==> src/rtl/op_sequencer_pkg.sv <==
// Shared types and constants for the op_sequencer command scheduler.
package seq_pkg;

    localparam int unsigned REG_W = 3;
    localparam int unsigned OP_W  = 3;
    localparam logic [REG_W-1:0] NULL_SEL = 3'b000;

    typedef enum logic [3:0] {
        S_IDLE,
        S_ISSUE,
        S_SEL1,
        S_GAP1,
        S_SEL2,
        S_GAP2,
        S_OPC,
        S_WAIT,
        S_WB
    } seq_state_t;

    typedef struct packed {
        logic [REG_W-1:0] dst;
        logic [REG_W-1:0] op1;
        logic [REG_W-1:0] op2;
        logic [OP_W-1:0]  opcode;
    } cmd_t;

    // Zero in any field means "no selection", so such a command cannot run.
    function automatic logic cmd_ok(cmd_t c);
        return (c.dst != NULL_SEL) && (c.op1 != NULL_SEL) &&
               (c.op2 != NULL_SEL) && (c.opcode != NULL_SEL);
    endfunction

endpackage

==> src/rtl/op_sequencer_if.sv <==
// Command, read-FSM and writeback signals of op_sequencer; slave = sequencer side.
interface op_sequencer_if;
    import seq_pkg::*;

    logic             cmd_valid;
    logic             cmd_ready;
    logic [REG_W-1:0] cmd_dst;
    logic [REG_W-1:0] cmd_op1;
    logic [REG_W-1:0] cmd_op2;
    logic [OP_W-1:0]  cmd_opcode;
    logic             r_en;
    logic [REG_W-1:0] reg_num;
    logic [OP_W-1:0]  opcode;
    logic             result_ready;
    logic             wr_en;
    logic [REG_W-1:0] wr_sel;
    logic             busy;
    logic             done;
    logic             err;
    logic [7:0]       ops_done_cnt;

    modport slave (
        input  cmd_valid, cmd_dst, cmd_op1, cmd_op2, cmd_opcode, result_ready,
        output cmd_ready, r_en, reg_num, opcode, wr_en, wr_sel, busy, done, err,
               ops_done_cnt
    );

    modport master (
        output cmd_valid, cmd_dst, cmd_op1, cmd_op2, cmd_opcode, result_ready,
        input  cmd_ready, r_en, reg_num, opcode, wr_en, wr_sel, busy, done, err,
               ops_done_cnt
    );

endinterface

==> src/rtl/op_sequencer_cmd_fifo.sv <==
// Command FIFO: synchronous push/pop, wrap-bit pointers to tell full from empty.
module cmd_fifo
    import seq_pkg::*;
#(
    parameter int unsigned DEPTH = 4
) (
    input  logic                   clk,
    input  logic                   nrst,
    input  logic                   push_i,
    input  logic                   pop_i,
    input  cmd_t                   data_i,
    output cmd_t                   data_o,
    output logic                   full_o,
    output logic                   empty_o,
    output logic [$clog2(DEPTH):0] count_o
);

    localparam int unsigned AW = $clog2(DEPTH);

    cmd_t        mem_q [DEPTH];
    logic [AW:0] wr_ptr_q, wr_ptr_d;
    logic [AW:0] rd_ptr_q, rd_ptr_d;
    logic        do_push, do_pop;

    assign full_o  = (wr_ptr_q[AW] != rd_ptr_q[AW]) &&
                     (wr_ptr_q[AW-1:0] == rd_ptr_q[AW-1:0]);
    assign empty_o = (wr_ptr_q == rd_ptr_q);
    assign count_o = wr_ptr_q - rd_ptr_q;
    assign data_o  = mem_q[rd_ptr_q[AW-1:0]];

    assign do_push = push_i && !full_o;
    assign do_pop  = pop_i && !empty_o;

    always_comb begin
        wr_ptr_d = wr_ptr_q;
        rd_ptr_d = rd_ptr_q;
        if (do_push) wr_ptr_d = wr_ptr_q + 1'b1;
        if (do_pop)  rd_ptr_d = rd_ptr_q + 1'b1;
    end

    always_ff @(posedge clk or negedge nrst) begin
        if (!nrst) begin
            wr_ptr_q <= '0;
            rd_ptr_q <= '0;
        end else begin
            wr_ptr_q <= wr_ptr_d;
            rd_ptr_q <= rd_ptr_d;
        end
    end

    always_ff @(posedge clk) begin
        if (do_push) mem_q[wr_ptr_q[AW-1:0]] <= data_i;
    end

endmodule

==> src/rtl/op_sequencer.sv <==
// Replays queued {dst, op1, op2, opcode} commands onto the read FSM, then writes back.
// Optional SEQ_STATS_EN: saturating 8-bit count of completed ops on ops_done_cnt.
module op_sequencer
    import seq_pkg::*;
#(
    parameter int unsigned DEPTH   = 4,
    parameter int unsigned TIMEOUT = 8
) (
    input  logic         clk,
    input  logic         nrst,
    op_sequencer_if.slave bus
);

    localparam int unsigned TW = $clog2(TIMEOUT);

    seq_state_t            state_q, state_d;
    cmd_t                  cur_q, cur_d;
    logic [TW-1:0]         tmo_q, tmo_d;
    logic                  err_inv_q, err_inv_d;

    cmd_t                  cmd_in, fifo_head;
    logic                  fifo_full, fifo_empty;
    logic [$clog2(DEPTH):0] fifo_count;
    logic                  accept, push, pop;

    logic                  r_en, wr_en, done, tmo_err;
    logic [REG_W-1:0]      reg_num, wr_sel;
    logic [OP_W-1:0]       opcode;

    assign cmd_in = '{dst: bus.cmd_dst, op1: bus.cmd_op1,
                      op2: bus.cmd_op2, opcode: bus.cmd_opcode};

    // Invalid commands are still accepted so the source never stalls on them.
    assign accept    = bus.cmd_valid && !fifo_full;
    assign push      = accept && cmd_ok(cmd_in);
    assign err_inv_d = accept && !cmd_ok(cmd_in);
    assign pop       = (state_q == S_IDLE) && !fifo_empty;
    assign cur_d     = pop ? fifo_head : cur_q;

    cmd_fifo #(.DEPTH(DEPTH)) u_fifo (
        .clk     (clk),
        .nrst    (nrst),
        .push_i  (push),
        .pop_i   (pop),
        .data_i  (cmd_in),
        .data_o  (fifo_head),
        .full_o  (fifo_full),
        .empty_o (fifo_empty),
        .count_o (fifo_count)
    );

    always_comb begin
        state_d = state_q;
        tmo_d   = '0;
        tmo_err = 1'b0;
        r_en    = 1'b0;
        reg_num = NULL_SEL;
        opcode  = NULL_SEL;
        wr_en   = 1'b0;
        wr_sel  = NULL_SEL;
        done    = 1'b0;
        unique case (state_q)
            S_IDLE:  if (!fifo_empty) state_d = S_ISSUE;
            S_ISSUE: begin
                r_en    = 1'b1;
                state_d = S_SEL1;
            end
            S_SEL1: begin
                reg_num = cur_q.op1;
                state_d = S_GAP1;
            end
            S_GAP1:  state_d = S_SEL2;
            S_SEL2: begin
                reg_num = cur_q.op2;
                state_d = S_GAP2;
            end
            S_GAP2:  state_d = S_OPC;
            S_OPC: begin
                opcode  = cur_q.opcode;
                state_d = S_WAIT;
            end
            S_WAIT: begin
                tmo_d = tmo_q + 1'b1;
                if (bus.result_ready) begin
                    state_d = S_WB;
                end else if (tmo_q == TW'(TIMEOUT - 1)) begin
                    tmo_err = 1'b1;
                    state_d = S_IDLE;
                end
            end
            S_WB: begin
                wr_en   = 1'b1;
                wr_sel  = cur_q.dst;
                done    = 1'b1;
                state_d = S_IDLE;
            end
            default: state_d = S_IDLE;
        endcase
    end

    always_ff @(posedge clk or negedge nrst) begin
        if (!nrst) begin
            state_q   <= S_IDLE;
            cur_q     <= '0;
            tmo_q     <= '0;
            err_inv_q <= 1'b0;
        end else begin
            state_q   <= state_d;
            cur_q     <= cur_d;
            tmo_q     <= tmo_d;
            err_inv_q <= err_inv_d;
        end
    end

    assign bus.cmd_ready = !fifo_full;
    assign bus.r_en      = r_en;
    assign bus.reg_num   = reg_num;
    assign bus.opcode    = opcode;
    assign bus.wr_en     = wr_en;
    assign bus.wr_sel    = wr_sel;
    assign bus.done      = done;
    assign bus.err       = err_inv_q | tmo_err;
    assign bus.busy      = (state_q != S_IDLE) || (fifo_count != '0);

`ifdef SEQ_STATS_EN
    logic [7:0] ops_cnt_q, ops_cnt_d;

    assign ops_cnt_d = (done && ops_cnt_q != 8'hFF) ? ops_cnt_q + 1'b1 : ops_cnt_q;

    always_ff @(posedge clk or negedge nrst) begin
        if (!nrst) ops_cnt_q <= '0;
        else       ops_cnt_q <= ops_cnt_d;
    end

    assign bus.ops_done_cnt = ops_cnt_q;
`else
    assign bus.ops_done_cnt = '0;
`endif

endmodule
==> src/flat_wrapper.sv <==
// flat-port wrapper written by rule: the top's interface ports become plain ports
module op_sequencer_flat import seq_pkg::*;
#(
    parameter int unsigned DEPTH   = 4,
    parameter int unsigned TIMEOUT = 8
)
  (clk, nrst, bus_cmd_valid, bus_cmd_dst, bus_cmd_op1, bus_cmd_op2, bus_cmd_opcode, bus_result_ready, bus_cmd_ready, bus_r_en, bus_reg_num, bus_opcode, bus_wr_en, bus_wr_sel, bus_busy, bus_done, bus_err, bus_ops_done_cnt);
  op_sequencer_if bus_i ();
  input  logic clk;
  input  logic nrst;
  input wire logic [$bits(bus_i.cmd_valid)-1:0] bus_cmd_valid;
  input wire logic [$bits(bus_i.cmd_dst)-1:0] bus_cmd_dst;
  input wire logic [$bits(bus_i.cmd_op1)-1:0] bus_cmd_op1;
  input wire logic [$bits(bus_i.cmd_op2)-1:0] bus_cmd_op2;
  input wire logic [$bits(bus_i.cmd_opcode)-1:0] bus_cmd_opcode;
  input wire logic [$bits(bus_i.result_ready)-1:0] bus_result_ready;
  output wire logic [$bits(bus_i.cmd_ready)-1:0] bus_cmd_ready;
  output wire logic [$bits(bus_i.r_en)-1:0] bus_r_en;
  output wire logic [$bits(bus_i.reg_num)-1:0] bus_reg_num;
  output wire logic [$bits(bus_i.opcode)-1:0] bus_opcode;
  output wire logic [$bits(bus_i.wr_en)-1:0] bus_wr_en;
  output wire logic [$bits(bus_i.wr_sel)-1:0] bus_wr_sel;
  output wire logic [$bits(bus_i.busy)-1:0] bus_busy;
  output wire logic [$bits(bus_i.done)-1:0] bus_done;
  output wire logic [$bits(bus_i.err)-1:0] bus_err;
  output wire logic [$bits(bus_i.ops_done_cnt)-1:0] bus_ops_done_cnt;
  assign bus_i.cmd_valid = bus_cmd_valid;
  assign bus_i.cmd_dst = bus_cmd_dst;
  assign bus_i.cmd_op1 = bus_cmd_op1;
  assign bus_i.cmd_op2 = bus_cmd_op2;
  assign bus_i.cmd_opcode = bus_cmd_opcode;
  assign bus_i.result_ready = bus_result_ready;
  assign bus_cmd_ready = bus_i.cmd_ready;
  assign bus_r_en = bus_i.r_en;
  assign bus_reg_num = bus_i.reg_num;
  assign bus_opcode = bus_i.opcode;
  assign bus_wr_en = bus_i.wr_en;
  assign bus_wr_sel = bus_i.wr_sel;
  assign bus_busy = bus_i.busy;
  assign bus_done = bus_i.done;
  assign bus_err = bus_i.err;
  assign bus_ops_done_cnt = bus_i.ops_done_cnt;
  op_sequencer #(.DEPTH(DEPTH), .TIMEOUT(TIMEOUT)) u_core (.clk(clk), .nrst(nrst), .bus(bus_i));
endmodule
==> config.mk <==
export PLATFORM = sky130hd
export DESIGN_NAME = op_sequencer_flat
export DESIGN_NICKNAME = d
export VERILOG_FILES = /design/src/rtl/op_sequencer_pkg.sv /design/src/rtl/op_sequencer_if.sv /design/src/rtl/op_sequencer_cmd_fifo.sv /design/src/rtl/op_sequencer.sv /design/src/flat_wrapper.sv
export SDC_FILE = /design/constraint.sdc
export NUM_CORES = 1
export LEC_CHECK = 0
export CELL_PAD_IN_SITES_DETAIL_PLACEMENT = 2
export CELL_PAD_IN_SITES_GLOBAL_PLACEMENT = 2
export CORE_MARGIN = 2
export CORE_UTILIZATION = 40
export CTS_BUF_LIST = sky130_fd_sc_hd__clkbuf_8 sky130_fd_sc_hd__clkbuf_16
export DETAILED_ROUTE_END_ITERATION = 7
export PLACE_DENSITY = 0.89
export SKIP_CTS_REPAIR_TIMING = 1
export SLEW_MARGIN = 10
export SYNTH_ARGS = -nofsm -noshare
export SYNTH_HDL_FRONTEND = slang
export SYNTH_HIERARCHICAL = 1
export SYNTH_SLANG_ARGS = --single-unit
==> constraint.sdc <==
create_clock -name clk -period 3.2 [get_ports clk]
set_clock_uncertainty 0.1 [all_clocks]
set_input_delay 0.64 -clock clk [delete_from_list [all_inputs] [get_ports clk]]
set_output_delay 0.64 -clock clk [all_outputs]
set_load 0.02 [all_outputs]
-- Yosys cells after proc, flatten, opt, wreduce, memory -nomap -nowiden
Memories as Yosys holds them, arrays and structs flattened. A register that Yosys moved wholly into a read port is not among the register bits.
Cells that the tools add are included.
- bits in registers: 14
- memory bits (writable): 48
- bits of input ports: 16
- output and inout port bits: 23
- word-level logic and storage cells: 63
- memories kept: 1
- memories (memory ; words ; width ; rd ports ; clocked after memory_dff ; wr ports ; line ; text):
    u_core.u_fifo.mem_q ; 4 ; 12 ; 1 ; 1 ; 1 ; op_sequencer_cmd_fifo.sv:20 ; cmd_t mem_q [DEPTH];
- add/subtract/negate cells: 4
- eq/ne operators: 14
- multiplexer cells: 15
- bitwise gates (word level): 1
- reductions and logical operators: 23
- operator list (operator ; count):
    4-bit case mux with 8 select lines ; 1
    4-bit by 3-bit equality test with 1-bit output (second input constant) ; 4
    3-bit nonzero test ; 5
    4-bit 2-to-1 mux ; 3
    1-bit logical AND ; 10
    3-bit by 1-bit adder with 3-bit output (second input constant) ; 3
    3-bit 2-to-1 mux ; 3
    4-bit by 2-bit equality test with 1-bit output (second input constant) ; 2
    1-bit 2-to-1 mux ; 7
    3-bit case mux with 2 select lines ; 1
    4-bit by 1-bit equality test with 1-bit output (second input constant) ; 1
    4-bit equality test (second input constant) ; 1
    1-bit zero test ; 4
    4-bit zero test ; 1
    4-bit nonzero test ; 1
    3-bit equality test ; 1
    3-bit equality test (second input constant) ; 1
    3-bit by 2-bit inequality test with 1-bit output (second input constant) ; 1
    3-bit subtractor ; 1
    2-bit equality test ; 1
    2-bit inequality test (second input constant) ; 1
    2-bit AND reduction ; 1
    1-bit logical OR ; 1
    1-bit inequality test ; 1
    1-bit bitwise OR ; 1

-- Logic depth before layout (Yosys ltp)
- word-level depth: 8
- depth in mapped cells: 10
- gate-level depth less buffers: 9

-- Cells and area by module
The synthesis kept the hierarchy.
- modules (own cells, without submodules) (module ; times used ; cells an instance ; area each (um^2) ; seq. area each (um^2)):
    cmd_fifo ; 1 ; 107 ; 2184.6 ; 1591.5
    op_sequencer ; 1 ; 99 ; 1111.1 ; 500.5

-- Least setup slack after synthesis
OpenSTA, ideal clock, no wires.
- path kind: reg-to-output
- start point: register u_core.u_fifo.rd_ptr_q[1]
- end point: output port bus_busy
- arrival time: 1.988 ns
- data required time: 2.460 ns
- slack: 0.472 ns
- stages on the path, launching flop included: 6
- path buffers: 1
- cells stage by stage: dfrtp_1 clkbuf_1 inv_1 fa_1 xnor2_1 or4_1
- longest elaborated chain between the ends: 3
- ends and longest elaborated chain (element ; line ; text):
    start: declaration ; op_sequencer_cmd_fifo.sv:22 ; logic [AW:0] rd_ptr_q, rd_ptr_d;
    start signal: assignment ; op_sequencer_cmd_fifo.sv:47 ; rd_ptr_q <= rd_ptr_d;
    3-bit subtractor ; op_sequencer_cmd_fifo.sv:28 ; assign count_o = wr_ptr_q - rd_ptr_q;
    named net u_core.fifo_count[2] ; op_sequencer.sv:23 ; logic [$clog2(DEPTH):0] fifo_count;
    3-bit nonzero test ; op_sequencer.sv:123 ; assign bus.busy = (state_q != S_IDLE) || (fifo_count != '0);
    1-bit logical OR ; op_sequencer.sv:123 ;
    end: declaration ; flat_wrapper.sv:23 ; output wire logic [$bits(bus_i.busy)-1:0] bus_busy;
The timed path passes the listed nets, and every way through them passes these cells.

-- Final worst setup path
- start point: register u_core.u_fifo.wr_ptr_q[0]
- end point: output port bus_busy
- longest elaborated chain between the ends: 3
- ends and longest elaborated chain (element ; line ; text):
    start: declaration ; op_sequencer_cmd_fifo.sv:21 ; logic [AW:0] wr_ptr_q, wr_ptr_d;
    start signal: assignment ; op_sequencer_cmd_fifo.sv:46 ; wr_ptr_q <= wr_ptr_d;
    3-bit subtractor ; op_sequencer_cmd_fifo.sv:28 ;
    named net u_core.fifo_count[1] ; op_sequencer.sv:23 ;
    3-bit nonzero test ; op_sequencer.sv:123 ;
    1-bit logical OR ; op_sequencer.sv:123 ;
The timed path passes the listed nets, and every way through them passes these cells.

==> results.yml <==
setup_path:
  cp_max_fo: 4
  cp.required_ns: 2.46
  cp.arrival_ns: 2.33
  endpoint_kind: "primary output"
  critPathKind: "flop to primary output"
  cp-start-kind: "flop"
clock_tree:
  cts.clk_slew.worst_paths_ns: 0.08
  root_buffer: "clkbuf_8"
  tritoncts: "done"
  cts_made_buffers: 9
  cts_sinks: 74
  clk_latency_ns: 0.35
  htree_num_levels: 3
  clockBufferDepth: 2
final_layout:
  fillers: 761
  drive_gt1_share_pct: 23.1
  mostFrequentLayoutCells: "edfxtp_1, clkdlybuf4s50_1, dfrtp_1, mux4_2, mux2_4"
  layout-area-overhead-vs-synth_pct: 18.3
  final_common_cell: "edfxtp_1"
  nNetsFinal: 272
  n_antenna_cell: 0
  final_util_pct: 48.2
sta:
  fin_tns_setup_ns: 0
  hold_viol: 0
  rsz0062_at_grt: "no"
  fin_crit_sh_pct: 95.9
  slew_headroom_pct: 59.7
  worstMarginPinSlew_ns: 0.604
  final_max_slew_viol_count: 0
  finalCriticalPeriod_ns: 3.07
  fmax_ghz: 0.326
  finalSetupViolCount: 0
worst_hold_path:
  hold_path.class: "flop to flop"
synth:
  async_reset_ff_share_pct: 35.1
  syn-instance-count: 206
  yosysSeqAreaShare_pct: 63.5
  synth-main-ff-cell: "edfxtp_1"
  muxShareOfSynthArea_pct: 14.9
  yosys_warnings: 6
  synth-simple-area-share_pct: 8.43
  synth_edf_count: 48
  synthAdderAreaFrac_pct: 4.02
  synth_top_family_by_area: "multiplexers"
  synthXorXnorAreaFrac_pct: 1.29
  synth-seq-cells: 74
  synth_compound_gate_area_share_pct: 2.96
  yosysUniqueCellTypes: 38
  avgSynthCellArea_um2: 16.0
  syn_area_mm2: 0.00330
place:
  gp_congestion: 0.802
  dpl.hpwl_um: 5100
  io_buffers: 30
die:
  ios: 39
  core-area_mm2: 0.00809
  num_rows: 33
  die-area_mm2: 0.00898
  chipHeight_um: 94.8
  start_util_pct: 40.7
  die_w_um: 94.8
global_route:
  grt_pass1_vias: 2052
  grt_max_degree: 27
  grt-ovfl-total: 0
  antenna_found_initial: 0
  grtUsageTotal_pct: 18.1
  grt_pass1_wl_um: 11500
pwr:
  p_per_area_mw_per_mm2: 894
  p_leak_nw: 1.50
  total_power_w: 0.00349
  vdd_drop_max_v: 0.000278
detailed_routing:
  postRouteAntennaNets: 0
  route.final.wire_length_um: 7240
  vias: 1808
  drc_errors: 0
  first_pass_iters: 4
  wl_per_cell_um: 20.3
  drtIter0Drc: 60
  viasPerCell: 5.08
outcome:
  status: "complete, no violations"
flow_run:
  cap_violations: 0
[logic make-up after synthesis]
group	Yosys count
and+or+nand+nor	49
AOI/OAI and AO/OA	14
muxes	28
adders and majority gates	10
xor gates and xnor gates	4
buffers and inverters	26
other	1
DFF	74
[area by class of cell]
class                   count  area, um^2  area share [%]
inverters                  10        37.5           0.962
well taps                 105         131            3.37
clock inverters             7        76.3            1.96
multi-input cells         113        1080            27.6
clock buffers               9         124            3.18
flip-flops and latches     74        2090            53.6
repair buffers             38         363            9.30
[power breakdown]
part	total, W	switching [W]	internal (W)	leakage, nW
combinational	0.00129	0.000649	0.000646	0.646
sequential	0.00146	0.000189	0.00127	0.754
clock	0.000728	0.000363	0.000365	0.0962
[synthesized netlist by cell type, types with 3 or more instances]
library cell	number	share of area, %
edfxtp_1	48	44
dfrtp_1	26	20
mux4_2	12	8.2
mux2_4	11	5.0
buf_4	10	2.3
inv_1	10	1.1
and2_1	9	1.7
ha_1	9	3.4
nor3_1	9	1.4
nand2_1	8	0.91
nor2_1	7	0.80
and3_1	4	0.76
clkbuf_1	4	0.46
mux2_2	4	1.4
a21oi_1	3	0.46
a22oi_1	3	0.68
xnor2_1	3	0.80
[critical path: stages, from the launching register on]
cell and delay, ns:
dfrtp_1 0.43, inv_1 0.11, ha_1 0.21, inv_1 0.09, fa_1 0.41, or4_1 0.52, dlymetal6s2s_1 0.22
[path summary, 6_finish.rpt]
path	slack, ns	end	cells past startpoint	start
min	0.36	u_core/tmo_q[0]	1	u_core/tmo_q[0]
max	0.13	bus_busy	6	u_core/u_fifo/wr_ptr_q[0]
min reg2reg	0.36	u_core/tmo_q[0]	1	u_core/tmo_q[0]
min in group asynchronous	0.57	u_core/cur_q[3]	2	nrst
max in group asynchronous	2.15	u_core/cur_q[11]	2	nrst
max reg2reg	0.77	u_core/u_fifo/rd_ptr_q[1]	7	u_core/u_fifo/wr_ptr_q[0]
[metrics by stage]
stage | hold slack (ns) | instance area, um^2 | worst slack (ns) | cells
floorplan | 0.244 | 3320 | 0.472 | 213
global route | 0.400 | 3900 | 0.0103 | 356
CTS | 0.367 | 3890 | -0.238 | 356
global placement | 0.322 | 3690 | 0.235 | 340
finish | 0.363 | 3900 | 0.132 | 356
detailed placement | 0.327 | 3690 | 0.155 | 340
[state kept, by name, indices dropped and copies added, names as in the netlist]
register                count
u_core/cur_q               12
u_core/u_fifo/wr_ptr_q      3
u_core/u_fifo/mem_q        48
u_core/u_fifo/rd_ptr_q      3
u_core/err_inv_q            1
u_core/tmo_q                3
u_core/state_q              4
[routing by layer]
metal	GRT usage, %	share of wire [%]
met5	0	0
met4	6.52	1.3
met3	4.15	3.2
met2	31.5	52
met1	22.0	44
Power figures use the tool's default switching activity.
